--- config.mk ---
export PLATFORM = sky130hd
export DESIGN_NAME = pc_redirect
export DESIGN_NICKNAME = d
export VERILOG_FILES = /design/src/rtl/pc_redirect_pkg.sv /design/src/rtl/pc_sat_cnt.sv /design/src/rtl/pc_redirect.sv
export SDC_FILE = /design/constraint.sdc
export NUM_CORES = 1
export LEC_CHECK = 0
export BUFFER_PORTS_ARGS = -buffer_cell sky130_fd_sc_hd__buf_2
export CAP_MARGIN = 20
export CELL_PAD_IN_SITES_DETAIL_PLACEMENT = 1
export CELL_PAD_IN_SITES_GLOBAL_PLACEMENT = 2
export CORE_MARGIN = 5
export CORE_UTILIZATION = 29
export DETAILED_ROUTE_END_ITERATION = 8
export HOLD_SLACK_MARGIN = 0.15
export PLACE_DENSITY = 0.95
export RECOVER_POWER = 25
export SLEW_MARGIN = 10
export SYNTH_ARGS = -nofsm -noshare
export SYNTH_HDL_FRONTEND = slang
export SYNTH_HIERARCHICAL = 1
export SYNTH_SLANG_ARGS = --single-unit
--- constraint.sdc ---
create_clock -name CLK -period 6.5 [get_ports CLK]
set_clock_uncertainty 0.15 [all_clocks]
set_input_delay 1.3 -clock CLK [delete_from_list [all_inputs] [get_ports CLK]]
set_output_delay 1.3 -clock CLK [all_outputs]
set_load 0.01 [all_outputs]
--- src/rtl/pc_redirect_pkg.sv ---
// Shared types for the fetch-PC redirect block: branch type encoding, FSM states,
// the sequential fetch step and small helpers for taken/alignment decisions.
package pc_redirect_pkg;

  localparam logic [31:0] PC_STEP = 32'd4;

  typedef enum logic [1:0] {
    BR_BEQ  = 2'b00,
    BR_BNE  = 2'b01,
    BR_JMP  = 2'b10,
    BR_RSVD = 2'b11
  } br_type_e;

  typedef enum logic [1:0] {
    ST_RUN = 2'b00,
    ST_F1  = 2'b01,
    ST_F2  = 2'b10
  } state_e;

  // Reserved encoding never redirects.
  function automatic logic branch_taken(input logic valid, input br_type_e t, input logic eq);
    logic tk;
    tk = 1'b0;
    case (t)
      BR_BEQ:  tk = eq;
      BR_BNE:  tk = ~eq;
      BR_JMP:  tk = 1'b1;
      default: tk = 1'b0;
    endcase
    return valid & tk;
  endfunction

  function automatic logic is_word_aligned(input logic [31:0] addr);
    return (addr[1:0] == 2'b00);
  endfunction

endpackage

--- src/rtl/pc_sat_cnt.sv ---
// Saturating event counter with asynchronous clear; sticks at all-ones.
module pc_sat_cnt #(
  parameter int W = 16
) (
  input  logic         clk_i,
  input  logic         rst_i,
  input  logic         inc_i,
  output logic [W-1:0] cnt_o
);

  logic [W-1:0] cnt_q;
  logic [W-1:0] cnt_d;

  always_comb begin
    cnt_d = cnt_q;
    if (inc_i && (cnt_q != {W{1'b1}})) begin
      cnt_d = cnt_q + {{(W-1){1'b0}}, 1'b1};
    end
  end

  always_ff @(posedge clk_i or posedge rst_i) begin
    if (rst_i) begin
      cnt_q <= '0;
    end else begin
      cnt_q <= cnt_d;
    end
  end

  assign cnt_o = cnt_q;

endmodule

--- src/rtl/pc_redirect.sv ---
// Fetch PC sequencer with one-cycle branch redirect and two-cycle IF/ID flush window.
// Optional branch statistics counters are built only when PC_PERF_CNT_EN is defined.
module pc_redirect
  import pc_redirect_pkg::*;
#(
  parameter logic [31:0] RESET_PC = 32'h0000_0000,
  parameter logic [31:0] TRAP_VEC = 32'h0000_0100
) (
  input  logic        CLK,
  input  logic        RST,
  input  logic        STALL,
  input  logic        BR_VALID,
  input  logic [1:0]  BR_TYPE,
  input  logic        BR_EQ,
  input  logic [31:0] BR_TARGET,
  output logic [31:0] PC,
  output logic        FLUSH,
  output logic        MISALIGN,
  output logic [15:0] BR_CNT,
  output logic [15:0] TAKEN_CNT,
  output state_e      STATE_DBG
);

  state_e      state_q, state_d;
  logic [31:0] pc_q, pc_d;
  logic        flush_q, flush_d;
  logic        misalign_q, misalign_d;
  logic        taken;
  logic        tgt_aligned;

  // Branch outcome only matters in RUN; in F1/F2 the EX instruction is wrong-path.
  assign taken       = (state_q == ST_RUN) &&
                       branch_taken(BR_VALID, br_type_e'(BR_TYPE), BR_EQ);
  assign tgt_aligned = is_word_aligned(BR_TARGET);

  always_comb begin
    state_d    = state_q;
    pc_d       = pc_q;
    misalign_d = 1'b0;
    case (state_q)
      ST_RUN: begin
        if (taken) begin
          pc_d       = tgt_aligned ? BR_TARGET : TRAP_VEC;
          misalign_d = ~tgt_aligned;
          state_d    = ST_F1;
        end else if (!STALL) begin
          pc_d = pc_q + PC_STEP;
        end
      end
      ST_F1: begin
        if (!STALL) begin
          pc_d    = pc_q + PC_STEP;
          state_d = ST_F2;
        end
      end
      ST_F2: begin
        if (!STALL) begin
          pc_d    = pc_q + PC_STEP;
          state_d = ST_RUN;
        end
      end
      default: begin
        state_d = ST_RUN;
      end
    endcase
    flush_d = (state_d != ST_RUN);
  end

  always_ff @(posedge CLK or posedge RST) begin
    if (RST) begin
      state_q    <= ST_RUN;
      pc_q       <= RESET_PC;
      flush_q    <= 1'b0;
      misalign_q <= 1'b0;
    end else begin
      state_q    <= state_d;
      pc_q       <= pc_d;
      flush_q    <= flush_d;
      misalign_q <= misalign_d;
    end
  end

  assign PC        = pc_q;
  assign FLUSH     = flush_q;
  assign MISALIGN  = misalign_q;
  assign STATE_DBG = state_q;

`ifdef PC_PERF_CNT_EN
  logic br_inc;
  assign br_inc = (state_q == ST_RUN) && BR_VALID;

  pc_sat_cnt #(.W(16)) u_br_cnt (
    .clk_i (CLK),
    .rst_i (RST),
    .inc_i (br_inc),
    .cnt_o (BR_CNT)
  );

  pc_sat_cnt #(.W(16)) u_taken_cnt (
    .clk_i (CLK),
    .rst_i (RST),
    .inc_i (taken),
    .cnt_o (TAKEN_CNT)
  );
`else
  assign BR_CNT    = 16'h0000;
  assign TAKEN_CNT = 16'h0000;
`endif

endmodule

==> metrics, run 1 <==
vias post-DR=2498; htree depth=2; Root Driver=clkbuf_8; largest area contributor in the netlist=dfrtp_1; vias in the first global route=2622; dominant cell by count in the synthesized netlist=dfrtp_1; Post-route DRC=0; Clock transition at path regs=70 ps; worst relative slew slack=-0.360; final slew viol count=37; hold path start=PC[31]; Synth top cells by count=dfrtp_1, buf_4, a21oi_1; failing checks=max-capacitance violations, max-slew violations; Critical Path Max Stage Delay=430 ps; PortBufs=74; status=finished with violations; period utilization=0.481; Hold Path Stages=1; Ports=107; Syn Area/Cell=8.73 um^2; top-area cell type share of the netlist area=0.350; clk buf depth=2; Crit Path Category=input port to flip-flop; setup TNS=0 ps; fraction of registers with async set/reset=1.00; Post-synth EDFFs=0; DP Area=2920 um^2; r2r endpoint=PC[8]; CTS tree=yes; global route overflow=0; Hold WC Path Type=flip-flop to flip-flop; overall power=1.17 mW; DR iter-0 viols=86; PD cells=389 nW/um^2; Netlist cell types=49; largest net degree at the start of global routing=41; diode count=0; Post-CTS Resized=0; first-pass detailed-route iteration total=4; nets@finish=408; cts hold-fix bufs=0; Buf+Inv Stages, Crit Path=2; Clock Sinks=36; gr usage total=0.146; detailed-placement wirelength estimate=5.98 mm; Max Freq=0.320 GHz; RePlAce Congestion=0.826; flop2flop setup slack=3930 ps; post-CTS setup buffer count=0; DIE WIDTH=104 um; Final min period=3130 ps; DIE HEIGHT=104 um; RSZ-0062 raised after global routing=false; critical-path cell list=buf_2 -> or3_1 -> nand3_1 -> buf_4 -> nand2_1 -> nor4_1 -> a211o_1; Area Overhead vs Synth=17.0%; Setup WS post-layout=3370 ps; WHS Endpoint=PC[31]; post-synthesis cell area=2580 um^2; CP required=6580 ps; Total Routed Length=8.21 mm; # setup viols final=0; share of cells above drive strength 1=0.264; vias per cell=5.30; Yosys reg bits=36; max_cap viols=1; top post-synthesis cells by area=dfrtp_1, buf_4, a21oi_1, a31oi_1, o22a_1; predominant post-synthesis flop cell=dfrtp_1; Worst Setup Start Kind=input port; Worst setup EP type=flip-flop; Skew-Pair Late Insertion Delay=290 ps; reg2reg start=STATE_DBG[0]; CP max-delay cell=or3_1; yosys warns=6; antenna violations before repair=0; Register-to-Register Path Depth=8; drt wl/cell=17.4 um; Worst-Margin Slew=2040 ps; first-pass GRT wire length=13.3 mm; Setup Slack @ Placement=3080 ps; initial core utilization=0.297; worst vdd ir=0.0000975 V; Final Hold Fails=0; core area=8680 um^2; crit path DAT=3210 ps; kind of cell adding the most delay to the critical path=simple AND/OR/NAND/NOR gates; Final Cell Area=3010 um^2; Antenna Violating Nets Remaining=0; Synth Instances=295; Rows=34; cell leakage power=1.43 nW; crit path max fanout=34; CTS Buf Count=5; die area=10900 um^2; post-synthesis sequential area ratio=0.350
## per-layer routing
metal  global-route usage  share of wire  up-vias
met3               0.0372          0.051       10
met1                0.185           0.45     1239
met4               0.0426          0.014        0
met5                    0              0        -
li1                     -              -     1186
met2                0.245           0.49       63
## cell families (layout without fill, tap and decap cells)
group / Yosys count / in the layout / synth area share
simple gates: 94 / 94 / 0.215
other cells: 1 / 32 / 0.00146
mux: 1 / 1 / 0.00389
flops: 36 / 36 / 0.350
fa+ha+maj: 6 / 6 / 0.0291
compound gates: 99 / 99 / 0.265
buf+inv: 58 / 95 / 0.136
## worst max-delay path by stage
stage / startpoint / to / slack (ps) / cells after the start
after global placement: BR_TYPE[0] / PC[26] / 3140 / 7
after floorplan: BR_TYPE[0] / PC[12] / 3670 / 5
final: BR_TYPE[0] / PC[26] / 3370 / 7
after detailed placement: BR_TYPE[0] / PC[26] / 3080 / 7
after global routing: RST / PC[5] / 2890 / 3
after CTS: BR_TYPE[0] / PC[26] / 3360 / 7
## cell usage in the layout, fill, tap and decap left out, types with 5 or more instances in the layout
cell type and instances:
dfrtp_1 36, a21oi_1 25, nand3_1 13, nor2_1 14, nand4_1 7, conb_1 32
o22a_1 11, a41oi_1 5, a31oi_1 16, o21ai_0 10, clkbuf_8 7, buf_2 75
inv_1 7, ha_1 6, nor3_1 6, o311ai_1 8, and3_1 8, nand2_1 22
## through the flow
stage           util  std cells  hold slack, ps
3_3_place_gp   0.336        463             351
5_1_grt        0.347        471             399
2_1_floorplan      -        326             390
4_1_cts        0.347        470             366
3_5_place_dp   0.336        463             356
6_report       0.347        471             364
## state kept, by name, indices dropped and copies added, names as in the netlist
register   count
FLUSH          1
MISALIGN       1
PC            32
STATE_DBG      2
## cell type report
class	count	area, um^2
multi-input combinational	232	1440
timing repair buffer	80	409
sequential	36	901
tap	108	135
fill	1082	5660
clock buffer	7	96.3
inverter	8	30.0
## power by group
group          leakage, nW  switching [mW]  internal [mW]
registers            0.453           0.152          0.322
logic                0.928           0.290          0.231
clock network       0.0503          0.0820         0.0945
(Power assumes the default switching activity.)
==> inputs of run 2 (changes only) <==
--- a/config.mk
+++ b/config.mk
@@ -5,15 +5,16 @@
 export SDC_FILE = /design/constraint.sdc
 export NUM_CORES = 1
 export LEC_CHECK = 0
+export ABC_AREA = 1
 export BUFFER_PORTS_ARGS = -buffer_cell sky130_fd_sc_hd__buf_2
 export CAP_MARGIN = 20
 export CELL_PAD_IN_SITES_DETAIL_PLACEMENT = 1
 export CELL_PAD_IN_SITES_GLOBAL_PLACEMENT = 2
 export CORE_MARGIN = 5
-export CORE_UTILIZATION = 29
+export CORE_UTILIZATION = 24
 export DETAILED_ROUTE_END_ITERATION = 8
 export HOLD_SLACK_MARGIN = 0.15
-export PLACE_DENSITY = 0.95
+export PLACE_DENSITY = 0.88
 export RECOVER_POWER = 25
 export SLEW_MARGIN = 10
 export SYNTH_ARGS = -nofsm -noshare
==> constraint.sdc (replaced) <==
create_clock -name CLK -period 2.7 [get_ports CLK]
set_clock_uncertainty 0.15 [all_clocks]
set_input_delay 0.54 -clock CLK [delete_from_list [all_inputs] [get_ports CLK]]
set_output_delay 0.54 -clock CLK [all_outputs]
set_load 0.01 [all_outputs]
==> run 2 against run 1 <==
Effect of this change:
- the flow now finishes without violations
- first-iteration DRC count up 16%
- total power rose to 2.8 times the previous value
- wire length up 20%
- worst setup slack worse by 2700 ps
- sequential power up 140%
- global-route usage down 1.1 points
- combinational power rose to 3.0 times the previous value
- sequential share of layout area down 5.0 points
- non-clock buffer count up 1
- synthesized cell count up 54%
- critical path type is now flip-flop to flip-flop
- largest cell class unchanged
==> metrics, run 2 <==
setup TNS=0 ps (unchanged); DIE HEIGHT=123 um (+18%); diode count=0 (unchanged); main combinational cell family by area after synthesis=simple AND/OR/NAND/NOR gates; RePlAce Congestion=0.858 (+4.0%); largest area contributor in the netlist=dfrtp_1; Skew-Pair Late Insertion Delay=280 ps (about the same); crit path DAT=2070 ps (-1140 ps); dominant cell by count in the synthesized netlist=nand2_1; Yosys reg bits=36 (unchanged); vias in the first global route=3366 (+28%); vias post-DR=3053 (+22%); Netlist cell types=35 (-29%); first-pass GRT wire length=16.4 mm (+24%); Hold Path Stages=3 (+2); PortBufs=74 (unchanged); Hold WC Path Type=input port to flip-flop; Hold WS=333 ps (-31.2 ps); cts hold-fix bufs=0 (unchanged); Crit Path Category=flip-flop to flip-flop; Total Routed Length=9.86 mm (+20%); post-synthesis cell area=3040 um^2 (+18%); RSZ-0062 raised after global routing=false; Compound-Gate Fraction of Synth Area=0.0773 (-0.188); Post-CTS Resized=0 (unchanged); status=complete, no violations; Ports=107 (unchanged); Post-Layout Cell Count=698 (+48%); Final min period=2050 ps; DR iter-0 viols=100 (+16%); sequential cell area=901 um^2 (unchanged); Final Util=0.289 (-0.0582); Clock transition at path regs=60 ps (about the same); Rows=41 (+21%); Final Cell Area=3620 um^2 (+20%); Worst-Margin Slew=955 ps (-1080 ps); Adder-Cell Fraction of Synth Area=0.0247 (-0.00446); antenna violations before repair=0 (unchanged); Final Hold Fails=0 (unchanged); die area=15000 um^2 (+38%); Synth Instances=453 (+54%); most frequent cells in the layout=nand2_1, buf_2, nand3_1; placed insts=690 (+49%); Max Freq=0.487 GHz; mux contribution to synthesized area=0 (-0.00389); Post-Synth XOR/XNOR Area=0.0288 (+0.0288); global route overflow=0 (unchanged); Post-Synth Simple-Gate Area=0.411 (+0.195); top-area cell type share of the netlist area=0.296 (-0.0535); post-synthesis sequential area ratio=0.296 (-0.0535); Post-synth EDFFs=0 (unchanged); core area=12500 um^2 (+44%); gr usage total=0.135 (-0.0111); period utilization=0.760; Synth top cells by count=nand2_1, nand3_1, nor2_1; worst vdd ir=0.000283 V (+190%); Syn Area/Cell=6.71 um^2 (-23%); top post-synthesis cells by area=dfrtp_1, nand2_1, nand3_1, buf_4, nor2_1; cell leakage power=1.79 nW (+25%); drt wl/cell=14.1 um (-19%); first-pass detailed-route iteration total=6 (+2); vias per cell=4.37 (-18%); area of the multi-input gates=1770 um^2 (+22%); flop2flop setup slack=650 ps (-3280 ps); Antenna Violating Nets Remaining=0 (unchanged); share of cells above drive strength 1=0.236 (-0.0287); DIE WIDTH=123 um (+18%); nets@finish=570 (+40%); crit path max fanout=30 (-12%); max FFs per register=32 (unchanged); worst relative slew slack=0.363 (+0.723); Post-route DRC=0 (unchanged); hold path start=BR_TARGET[8]; CTS tree=yes; max_cap viols=0 (-1); PD cells=914 nW/um^2 (+140%); CP required=2720 ps (-3860 ps); # fillers=1641 (+52%); post-CTS setup buffer count=0 (unchanged); CTS Buf Count=5 (unchanged); detailed-placement wirelength estimate=7.80 mm (+30%); WHS Endpoint=PC[8]; most common cell after layout, fill and taps aside=nand2_1; yosys warns=6 (unchanged); final slew viol count=0 (-100%); DP Area=3470 um^2 (+19%); Worst setup EP type=flip-flop; Clock Sinks=36 (unchanged); Area Overhead vs Synth=19.0%; Root Driver=clkbuf_16; htree depth=2 (unchanged); fraction of registers with async set/reset=1.00 (unchanged); initial core utilization=0.243 (-0.0539); clk buf depth=2 (unchanged); reg2reg start=STATE_DBG[1]; largest net degree at the start of global routing=41 (unchanged); Register-to-Register Path Depth=10 (+2); predominant post-synthesis flop cell=dfrtp_1; # setup viols final=0 (unchanged); r2r endpoint=PC[12]; Worst Setup Start Kind=flip-flop
run 2: cell types whose count changed after synthesis, moves of 5 or more:
cell      previous run  this run
nor2_4               0         6
o311ai_1             8         0
nor2_2               0        13
o22a_1              11         0
nand2_1             22       116
nor2_1              14        46
a31oi_1             16         1
buf_2                9         2
inv_1                7        40
nand3_1             13        54
o21ai_0             10         3
and3_1               8         0
a41oi_1              5         0
xnor2_1              0         7
run 2: per-layer routing:
layer / up-vias / track usage / wire length, um
li1: 1526 / - / -
met1: 1458 / 0.170 / 4350
met2: 58 / 0.237 / 4940
met3: 11 / 0.0217 / 395
met4: 0 / 0.0392 / 177
met5: - / 0 / 0
run 2: area by class of cell:
class | instances | area share
multi-input combinational | 357 | 0.488
timing repair buffer | 81 | 0.116
clock buffer | 7 | 0.0394
clock inverter | 1 | 0.00207
tap | 172 | 0.0595
inverter | 44 | 0.0456
sequential | 36 | 0.249
run 2: per-stage QoR:
step | power [mW] | worst slack (ps)
2_1_floorplan | 2.13 | 954
3_3_place_gp | 2.67 | 667
3_5_place_dp | 2.74 | 572
4_1_cts | 3.36 | 607
5_1_grt | 3.63 | 385
6_report | 3.31 | 648
run 2: cell families after synthesis:
kind of cell,after synthesis
other,1
flip-flops,36
adder cells (fa/ha/maj),6
buffers and inverters,91
XOR/XNOR,10
AO/OA/AOI/OAI,44
AND/OR/NAND/NOR,265
run 2: how the worst max path moves through the flow:
| stage | from | end | cells after the start |
|---|---|---|---|
| 6_report | STATE_DBG[1] | PC[12] | 10 |
| 5_1_grt | STATE_DBG[0] | PC[10] | 11 |
| 4_1_cts | STATE_DBG[1] | PC[10] | 11 |
| 3_5_place_dp | STALL | PC[28] | 11 |
| 3_3_place_gp | STALL | PC[20] | 10 |
| 2_1_floorplan | STATE_DBG[1] | PC[12] | 10 |
run 2: where the power goes:
group / leakage (nW) / internal, mW / switching [mW]
Clock: 0.0701 / 0.368 / 0.237
Sequential: 0.451 / 0.774 / 0.382
Combinational: 1.27 / 0.599 / 0.949
run 2: critical path: stages, from the launching register on:
cell and delay (ps):
dfrtp_1 420, inv_1 140, ha_1 230, nand4_2 180, inv_1 130, nand2_1 60
buf_4 240, nand2_1 150, nand3_1 80, o21ai_1 90, inv_1 50
==> inputs of run 3 (changes only) <==
--- a/config.mk
+++ b/config.mk
@@ -11,10 +11,10 @@
 export CELL_PAD_IN_SITES_DETAIL_PLACEMENT = 1
 export CELL_PAD_IN_SITES_GLOBAL_PLACEMENT = 2
 export CORE_MARGIN = 5
-export CORE_UTILIZATION = 24
+export CORE_UTILIZATION = 26
 export DETAILED_ROUTE_END_ITERATION = 8
 export HOLD_SLACK_MARGIN = 0.15
-export PLACE_DENSITY = 0.88
+export PLACE_DENSITY = 0.9
 export RECOVER_POWER = 25
 export SLEW_MARGIN = 10
 export SYNTH_ARGS = -nofsm -noshare
==> constraint.sdc (replaced) <==
create_clock -name CLK -period 2 [get_ports CLK]
set_clock_uncertainty 0.15 [all_clocks]
set_input_delay 0.4 -clock CLK [delete_from_list [all_inputs] [get_ports CLK]]
set_output_delay 0.4 -clock CLK [all_outputs]
set_load 0.01 [all_outputs]
==> run 3 against run 2 <==
Effect of this change:
- sequential share of layout area down 0.43 points
- flip-flop and latch count is the same
- critical path type unchanged
- die area decreased by 7.1%
- total power increased by 38%
==> metrics, run 3 (synthesized netlist as in run 2, its figures left out) <==
first-pass GRT wire length=16.8 mm (+1.9%); drt wl/cell=14.9 um (+5.7%); nets@finish=576 (+1.1%); Worst-Margin Slew=984 ps (+28.8 ps); crit path max fanout=30 (unchanged); status=complete, no violations; RePlAce Congestion=0.813 (-5.2%); Max Freq=0.528 GHz (+8.3%); clk buf depth=2 (unchanged); most frequent cells in the layout=nand2_1, buf_2, nand3_1; CTS Buf Count=5 (unchanged); DIE WIDTH=118 um (-3.6%); Hold Path Stages=3 (unchanged); flop2flop setup slack=110 ps (-540 ps); detailed-placement wirelength estimate=7.89 mm (+1.3%); post-CTS setup buffer count=0 (unchanged); core area=11500 um^2 (-8.4%); sequential cell area=902 um^2 (+0.14%); global route overflow=0 (unchanged); share of cells above drive strength 1=0.241 (+0.00531); die area=14000 um^2 (-7.1%); DR iter-0 viols=62 (-38%); Area Overhead vs Synth=21.2%; cell leakage power=1.82 nW (+1.7%); Final min period=1890 ps (-157 ps); # fillers=1480 (-9.8%); most common cell after layout, fill and taps aside=nand2_1; PD cells=1240 nW/um^2 (+35%); Ports=107 (unchanged); max FFs per register=32 (unchanged); Final Util=0.322 (+0.0325); max_cap viols=0 (unchanged); Final Hold Fails=0 (unchanged); first-pass detailed-route iteration total=4 (-2); worst vdd ir=0.000373 V (+32%); crit path DAT=1940 ps (-130 ps); vias post-DR=3170 (+3.8%); Skew-Pair Late Insertion Delay=280 ps (about the same); Root Driver=clkbuf_16; Rows=39 (-4.9%); r2r endpoint=PC[23]; period utilization=0.947 (+0.187); Antenna Violating Nets Remaining=0 (unchanged); Worst Setup Start Kind=flip-flop; DIE HEIGHT=118 um (-3.6%); Clock transition at path regs=60 ps (about the same); WHS Endpoint=PC[8]; Hold WC Path Type=input port to flip-flop; Register-to-Register Path Depth=9 (-1); Worst setup EP type=flip-flop; Setup Slack @ Placement=-28.1 ps (-600 ps); htree depth=2 (unchanged); Post-route DRC=0 (unchanged); Total Routed Length=10.1 mm (+2.0%); Setup WS post-layout=105 ps (-543 ps); CTS tree=yes; PortBufs=74 (unchanged); initial core utilization=0.265 (+0.0222); Crit Path Category=flip-flop to flip-flop; vias per cell=4.70 (+7.5%); final slew viol count=0 (unchanged); # setup viols final=0 (unchanged); gr usage total=0.144 (+0.00871); vias in the first global route=3422 (+1.7%); largest net degree at the start of global routing=41 (unchanged); CP required=2050 ps (-670 ps); RSZ-0062 raised after global routing=false; Clock Sinks=36 (unchanged); reg2reg start=STATE_DBG[0]; antenna violations before repair=0 (unchanged); hold path start=BR_TARGET[8]; area of the multi-input gates=1790 um^2 (+1.5%); worst relative slew slack=0.344 (-0.0192); diode count=0 (unchanged)
==> run 3: cell count changes in the layout (fill, tap and decap cells not counted), moves of 2 or more <==
cell      delta
buf_12       +2
clkbuf_1     +3
buf_4        +2
buf_2        -4
==> run 3: metrics by stage <==
stage / instances / setup TNS (ps) / area [um^2] / hold slack (ps) / power, mW
2_1_floorplan: 484 / 0 / 3160 / 376 / 2.88
3_3_place_gp: 666 / 0 / 3500 / 376 / 3.61
3_5_place_dp: 666 / -76.7 / 3500 / 385 / 3.73
4_1_cts: 674 / 0 / 3670 / 197 / 4.60
5_1_grt: 674 / 0 / 3690 / 214 / 4.99
6_report: 674 / 0 / 3690 / 205 / 4.56
==> run 3: where the power goes <==
part           total [mW]  switching, mW  internal (mW)
Clock               0.824          0.301          0.523
Combinational        2.23           1.34          0.893
Sequential           1.51          0.462           1.05
==> run 3: area by class of cell <==
class | count | share of cell area
tap | 143 | 0.0485
sequential | 36 | 0.245
clock buffer | 7 | 0.0414
inverter | 44 | 0.0448
multi-input combinational | 357 | 0.486
timing repair buffer | 87 | 0.134
==> run 3: per-layer routing <==
metal	wire length, um	GRT usage	up-vias	part of all wire
met2	5280	0.270	78	0.52
met4	150	0.0423	0	0.015
met5	0	0	-	0
met1	4280	0.166	1540	0.43
met3	354	0.0229	8	0.035
li1	-	-	1544	-
==> run 3: critical path, cell delays in order (launching register included) <==
cell and delay, ps:
dfrtp_2 430, inv_1 150, ha_4 180, nand4_4 150, inv_1 130, nand2_1 90
buf_12 180, nor2_1 120, nor2_1 50, a21oi_1 170
==> run 3: worst max-delay path by stage <==
stage	from	endpoint
after floorplan	STATE_DBG[1]	PC[12]
after global placement	STATE_DBG[1]	PC[18]
after detailed placement	STATE_DBG[1]	PC[18]
after CTS	STATE_DBG[1]	PC[23]
after global routing	RST	STATE_DBG[0]
final	STATE_DBG[0]	PC[23]
==> run 3: repair_timing <==
item,4_1_cts,5_1_grt
hold endpoints to repair,36,0
setup endpoints to repair,5,26
hold buffers,1,0
gates resized for setup,2,6
